===== config.mk =====
export PLATFORM = sky130hd
export DESIGN_NAME = signal_gen_ctrl
export DESIGN_NICKNAME = d
export VERILOG_FILES = /design/src/rtl/signal_gen_ctrl.sv
export SDC_FILE = /design/constraint.sdc
export NUM_CORES = 1
export LEC_CHECK = 0
export CORE_MARGIN = 3
export CORE_UTILIZATION = 50
export DETAILED_ROUTE_END_ITERATION = 10
export DONT_BUFFER_PORTS = 1
export GPL_TIMING_DRIVEN = 0
export HOLD_SLACK_MARGIN = 0.03
export SKIP_LAST_GASP = 1
export SLEW_MARGIN = 5
export SYNTH_ARGS = -nofsm -noshare
export SYNTH_HDL_FRONTEND = slang
export SYNTH_SLANG_ARGS = --single-unit

===== constraint.sdc =====
create_clock -name clk -period 5.25 [get_ports clk]
set_clock_uncertainty 0.15 [all_clocks]
set_input_delay 1.3125 -clock clk [delete_from_list [all_inputs] [get_ports clk]]
set_output_delay 1.3125 -clock clk [all_outputs]
set_load 0.02 [all_outputs]

===== src/rtl/signal_gen_ctrl.sv =====
// Programmable pulse-train generator: period/high_time/pulse_num control.
// Define SIGGEN_SHADOW_EN to re-sample period/high_time at each period wrap.
module signal_gen_ctrl #(
    parameter int CLK_FREQ = 50_000_000
) (
    input  logic        clk,
    input  logic        rst,
    input  logic        enable,
    input  logic        stop,
    input  logic [19:0] period,
    input  logic [19:0] high_time,
    input  logic [15:0] pulse_num,
    output logic        sig_out,
    output logic        busy,
    output logic        finish,
    output logic        err,
    output logic [15:0] pulse_done
);

    typedef enum logic {IDLE, RUN} state_t;

    state_t      state, state_n;
    logic [19:0] ph, ph_n;
    logic [19:0] p_w, p_n;
    logic [19:0] h_w, h_n;
    logic [15:0] n_w, n_n;
    logic [15:0] pd_n;
    logic        sp, sp_n;
    logic        sig_n, fin_n, err_n;
    logic        wrap, last;

    assign busy = (state == RUN);
    assign wrap = (ph == p_w - 20'd1);
    assign last = (n_w != 16'd0) &&
                  ({1'b0, pulse_done} + 17'd1 == {1'b0, n_w});

    always_ff @(posedge clk) begin
        if (rst) begin
            state      <= IDLE;
            ph         <= '0;
            p_w        <= '0;
            h_w        <= '0;
            n_w        <= '0;
            pulse_done <= '0;
            sp         <= 1'b0;
            sig_out    <= 1'b0;
            finish     <= 1'b0;
            err        <= 1'b0;
        end else begin
            state      <= state_n;
            ph         <= ph_n;
            p_w        <= p_n;
            h_w        <= h_n;
            n_w        <= n_n;
            pulse_done <= pd_n;
            sp         <= sp_n;
            sig_out    <= sig_n;
            finish     <= fin_n;
            err        <= err_n;
        end
    end

    always_comb begin
        state_n = state;
        ph_n    = ph;
        p_n     = p_w;
        h_n     = h_w;
        n_n     = n_w;
        pd_n    = pulse_done;
        sp_n    = sp;
        fin_n   = 1'b0;
        err_n   = 1'b0;
        unique case (state)
            IDLE: begin
                ph_n = '0;
                sp_n = 1'b0;
                if (enable) begin
                    if (period >= 20'd2) begin
                        p_n     = period;
                        h_n     = high_time;
                        n_n     = pulse_num;
                        pd_n    = '0;
                        state_n = RUN;
                    end else begin
                        err_n = 1'b1;
                    end
                end
            end
            RUN: begin
                if (stop)
                    sp_n = 1'b1;
                if (wrap) begin
                    ph_n = '0;
                    if (pulse_done != 16'hFFFF)
                        pd_n = pulse_done + 16'd1;
`ifdef SIGGEN_SHADOW_EN
                    // an invalid new period keeps the running one
                    if (period >= 20'd2)
                        p_n = period;
                    h_n = high_time;
`endif
                    // stop and count termination collapse into one finish
                    if (last || stop || sp) begin
                        state_n = IDLE;
                        sp_n    = 1'b0;
                        fin_n   = 1'b1;
                    end
                end else begin
                    ph_n = ph + 20'd1;
                end
            end
            default: state_n = IDLE;
        endcase
        sig_n = (state_n == RUN) && (ph_n < h_n);
    end

endmodule


== Word-level counts from Yosys, hierarchy flattened ==
Cells that the tools add are included.
Word-level totals
  flip-flop bits (word level): 97
  output and inout port bits: 20
Operators by class
  bitwise operators: 3
  $add $sub $neg: 4
  mux-type cells: 21
  order comparisons: 2
  equality and inequality tests: 7
  reduce and logical (&&, ||, !) cells: 9
Operator list (count)
  two-way mux 20 bit: 4
  two-way mux 16 bit: 4
  case mux 20 bit (2 select lines): 1
  case mux 16 bit (2 select lines): 1
  adder 20 x 1 -> 20 bit, second input constant: 1
  == test 20 bit: 1
  greater-or-equal comparator 20 x 2 -> 1 bit, second input constant: 1
  < comparator 20 bit: 1
  subtractor 20 x 1 -> 20 bit, second input constant: 1
  adder 16 x 1 -> 17 bit, second input constant: 1
  == test 17 x 16 -> 1 bit: 1
  adder 16 x 1 -> 16 bit, second input constant: 1
  != test 16 bit, second input constant: 1
  nonzero test 16 bit: 1
  two-way mux 1 bit: 9
  OR reduction 3 bit: 2
  != test 2 x 1 -> 1 bit, second input constant: 2
  != test 2 bit, second input constant: 2
  case mux 1 bit (2 select lines): 2
  AND reduction 4 bit: 1
  NOT 1 bit: 3
  AND reduction 3 bit: 1
  logical AND 1 bit: 2
  logical OR 1 bit: 2

== Depth between registers and ports, before layout ==
Gate-level depths: netlist of run 1.
  depth in word-level cells: 9
  mapped depth: 19
  mapped depth without buffers: 18

== Worst setup path before layout of run 1 ==
OpenSTA, ideal clock, no wires.
  path kind: input to register
  start: input port period[11]
  end: register sig_out
  cell stages on the path: 16
  library setup time: 0.058 ns
  slack: 0.847 ns
  arrival: 4.195 ns
  path buffers: 2
  cells stage by stage: nor4_1 > nand4_1 > nor4_1 > or3b_2 > clkbuf_1 > buf_1 > mux2i_1 > ha_1 > a21o_1 > a21o_1 > a21oi_1 > o21ai_0 > nand3_1 > nand2_1 > a21oi_1 > o211a_1
Between the ends
  cells in the longest elaborated chain, start to end: 6
  elaborated cells between the ends (all ways): 9
  those cells by class: 2 x order compare; 6 x mux; 1 x reduce/logical
RTL lines
  start, declared: line 10  | input logic [19:0] period,
  greater-or-equal comparator 20 x 2 -> 1 bit (*): line 78  | if (period >= 20'd2) begin
  two-way mux 20 bit: line 78
  two-way mux 20 bit: line 77  | if (enable) begin
  two-way mux 20 bit: line 73  | unique case (state)
  < comparator 20 bit: line 114  | sig_n = (state_n == RUN) && (ph_n < h_n);
  logical AND 1 bit (*): line 114
  end signal, assigned: line 57  | sig_out <= sig_n;
  end, declared: line 13  | output logic sig_out,
Mark *: on every way between the ends. The rest lies on a longest branch, timed or not.
A chain may end at the register's enable or synchronous reset.

== Final worst setup path of run 1 ==
  start: input port period[3]
  end: register sig_out
Same word-level chain as after synthesis.

==> results by group, run 1 <==
STA
  – Setup TNS: 0 ns
  – RSZ-0062 raised after global routing: false
  – Tightest Pin Transition: between 1 and 1.5 ns
  – Hold slack: between 0.3 and 0.4 ns
  – Max Fclk: 202 MHz
  – Setup ws final: 0.302 ns
  – Final Hold Vio Count: 0
  – Fin. max-slew vios: 0
  – Final Setup Violations: 0
  – Fin crit period: 4.95 ns
  – Slew margin rel.: 0.297
  – Crit share post-route: 0.942

Placed design
  – Port bufs: 0
  – DP Cell Count: between 800 and 900
  – Cell Area, Placed: approximately 5700 um^2
  – Worst slack, placed: -0.0565 ns
  – DP Wirelength: 11,300 um
  – Placer Congestion: between 0.9 and 1

Synthesis
  – Post-synth EDFFs: 0
  – Syn_nets: 772
  – Mapped Area: ~5500 um^2
  – #FFs+latches synth: a little under 100
  – Yosys warning count: 0
  – Synth Flop Type: dfxtp_1
  – Asr flop ratio synth: 0
  – Post-synth top cells: nand2_1 (104), dfxtp_1 (97), nor2_1 (92)
  – Seq/Total Area, Yosys: 0.351
  – Dominant cell type by area after synthesis: dfxtp_1
  – Synth top area share: 0.351
  – Synth cell types: 62
  – Synth top area cells: dfxtp_1 (35%), nand2_1 (7.1%), xnor2_1 (6.8%), nor2_1 (6.2%), ha_1 (5.0%)
  – Cells after synthesis: slightly below 700
  – Most common cell in the netlist: nand2_1
  – Mean post-synth cell area: approximately 8 um^2

Power and ir drop
  – Internal power: ~1.2 mW
  – Flop pwr share: 0.475
  – NetSw: ~0.54 mW
  – Part of the power in combinational logic: 0.217
  – Peak VDD IR: between 0.15 and 0.2 mV
  – Pwr Total: between 1.5 and 2 mW
  – Fraction of power spent switching nets: 0.317
  – Leak: between 2 and 2.5 nW
  – Clk pwr share: 0.308
  – Pwr/cell area: around 290 nW/um^2

Route
  – Via/cell ratio: around 5.9
  – Total wire length: around 15,000 um
  – DR pass1 iterations: 4
  – Wire per inst: about 17 um
  – Vias after detailed routing: between 4,000 and 5,000
  – Post-route ant nets: 0
  – Drt initial violations: 333
  – DR DRC count: 0

Floorplanning
  – IO Pins: 80
  – Core Footprint: approximately 11,000 um^2
  – Initial Util: 0.524
  – Die area: 12,400 um^2
  – Die Ht: 111 um
  – Width of the die: between 100 and 150 um
  – Num rows: 37

Global route
  – Antenna violations before repair: 0
  – Vias in the first global route: between 4,000 and 5,000
  – Global route overflow: 0
  – Largest net degree at the start of global routing: 16
  – First-pass GRT wire length: around 24,000 um
  – Tot GR Track Use: 0.240

Setup path
  – Critical Path RT: around 5.4 ns
  – Worst EP arrival: slightly above 5 ns
  – CP max stage delay: 0.64 ns
  – Crit path cell chain: nor4_1, nand4_1, nor4_1, or3b_2, clkbuf_1, buf_1, mux2i_1, ha_1, a21o_1, a21o_1, a21oi_1, o21ai_0, nand3_1, nand2_1, a21oi_1, o211a_1
  – Worst Setup Start Kind: input pin
  – WP buf/inv: 2
  – Critical path fanouts, max: 10
  – CP Class: in -> reg
  – CP top delay family: simple AND/OR/NAND/NOR gates
  – Cell count of the worst reg-to-reg path: 17
  – Worst Setup End Kind: register
  – Crit path depth: 16
  – Critical path's slowest cell: buf_1

Clock tree
  – CTS Buffer Depth: 2
  – Clk_lat worst skew: about 0.38 ns
  – CTS tree: done
  – Number of setup buffers added after CTS: 0
  – Clk slew on worst S/H paths: around 0.10 ns
  – H-tree levels: 3
  – TritonCTS sink count: 97
  – CTS Buf Count: 9
  – Root Driver: clkbuf_8

Layout
  – Number of diodes: 0
  – Final #Nets: just under 800
  – Cell area after layout: between 5000 and 6000 um^2
  – Share of layout cells above drive strength 1: 0.0482
  – Area Overhead vs Synth: 6.98%
  – Core Util, Final: 0.561
  – Finished Layout Cells: roughly 840

Min path
  – Hold path depth: 2
  – Worst hold path type: reg -> reg

Outcome
  – Status: finished clean

Run
  – Max_cap viols: 0
## cell type report
type / count / area [um^2]
sequential: 97 / 1940
inverter: 9 / 33.8
tap: 136 / 170
clock inverter: 3 / 47.5
buffer: 38 / 163
fill: 1026 / 4630
multi-input combinational: 546 / 3410
clock buffer: 13 / 159
## final timing paths
path | end | start | slack (ns)
worst max-delay path | sig_out | period[3] | 0.30
worst min-delay path | h_w[0] | h_w[0] | 0.33
worst max register to register | sig_out | p_w[5] | 0.53
worst min register to register | h_w[0] | h_w[0] | 0.33
## state kept, by name, indices dropped and copies added (netlist names)
register and flops:
h_w 20, sig_out 1, sp 1, err 1, p_w 20, pulse_done 16, n_w 16, busy 1
finish 1, ph 20
## worst min-delay path, cell delays in order (launching register included)
cell and delay (ns):
dfxtp_1 0.31, nand2_1 0.07, a21oi_1 0.06
## what timing repair did
action	in CTS	in global routing
setup endpoints to repair	0	1
resized for setup	0	1
hold endpoints to repair	0	0
hold buffers	0	0
## logic make-up after synthesis
family          share of synthesized area
fa+ha+maj                          0.0497
compound gates                      0.149
xor+xnor                            0.108
flops                               0.351
simple gates                        0.270
buf+inv                            0.0355
mux                                0.0382
## routing by layer
metal	vias to the layer above	routed length [um]	GRT usage
li1	2472	-	-
met1	2328	6110	0.278
met2	114	7430	0.431
met3	30	610	0.0366
met4	0	497	0.115
met5	-	0	0
## cell usage in the layout, fill, tap and decap left out, types with 3 or more instances in the layout
cell      synthesis  layout
a211o_1           3       3
nor2_1           92      92
a21o_1           12      12
nand4b_1          3       3
o211ai_1          7       7
buf_2             3       3
xnor2_1          43      43
mux2i_1          20      20
clkbuf_1         30      32
nand2_1         104     104
dfxtp_1          97      97
nand4_1          21      21
ha_1             22      22
a21oi_1          51      51
and3_1            4       4
clkbuf_8          0      11
or3_1             5       5
nand3_1          22      22
o22ai_1           6       6
nand2b_1          6       6
and4_1            6       6
xor2_1           25      25
nor3_1           10      10
o21ai_0          11      11
nor4_1           18      18
or4_1             4       4
inv_1             8       8
or4_4             3       3
## power groups by stage
stage	Clock, mW	Sequential (mW)	Combinational, mW
2_1_floorplan	0	0.821	0.293
3_3_place_gp	0	0.832	0.361
3_5_place_dp	0	0.833	0.372
4_1_cts	0.539	0.816	0.374
5_1_grt	0.571	0.822	0.418
6_report	0.528	0.816	0.372
Note: power is estimated with default switching activity, not from simulation.
==> run 2: changes to the inputs <==
==> constraint.sdc (replaced) <==
create_clock -name clk -period 5.2 [get_ports clk]
set_clock_uncertainty 0.15 [all_clocks]
set_input_delay 1.3 -clock clk [delete_from_list [all_inputs] [get_ports clk]]
set_output_delay 1.3 -clock clk [all_outputs]
set_load 0.02 [all_outputs]
==> results of run 2 <==
Same layout as run 1 (identical final DEF). Status: finished clean.
Main changes from that run: setup slack after placement -0.0565 ns -> -0.0940 ns; setup slack after layout 0.302 ns -> 0.265 ns; register-to-register setup slack 0.53 ns -> 0.48 ns; total power 1.72 mW -> 1.73 mW; worst IR drop on VDD 0.199 mV -> 0.201 mV
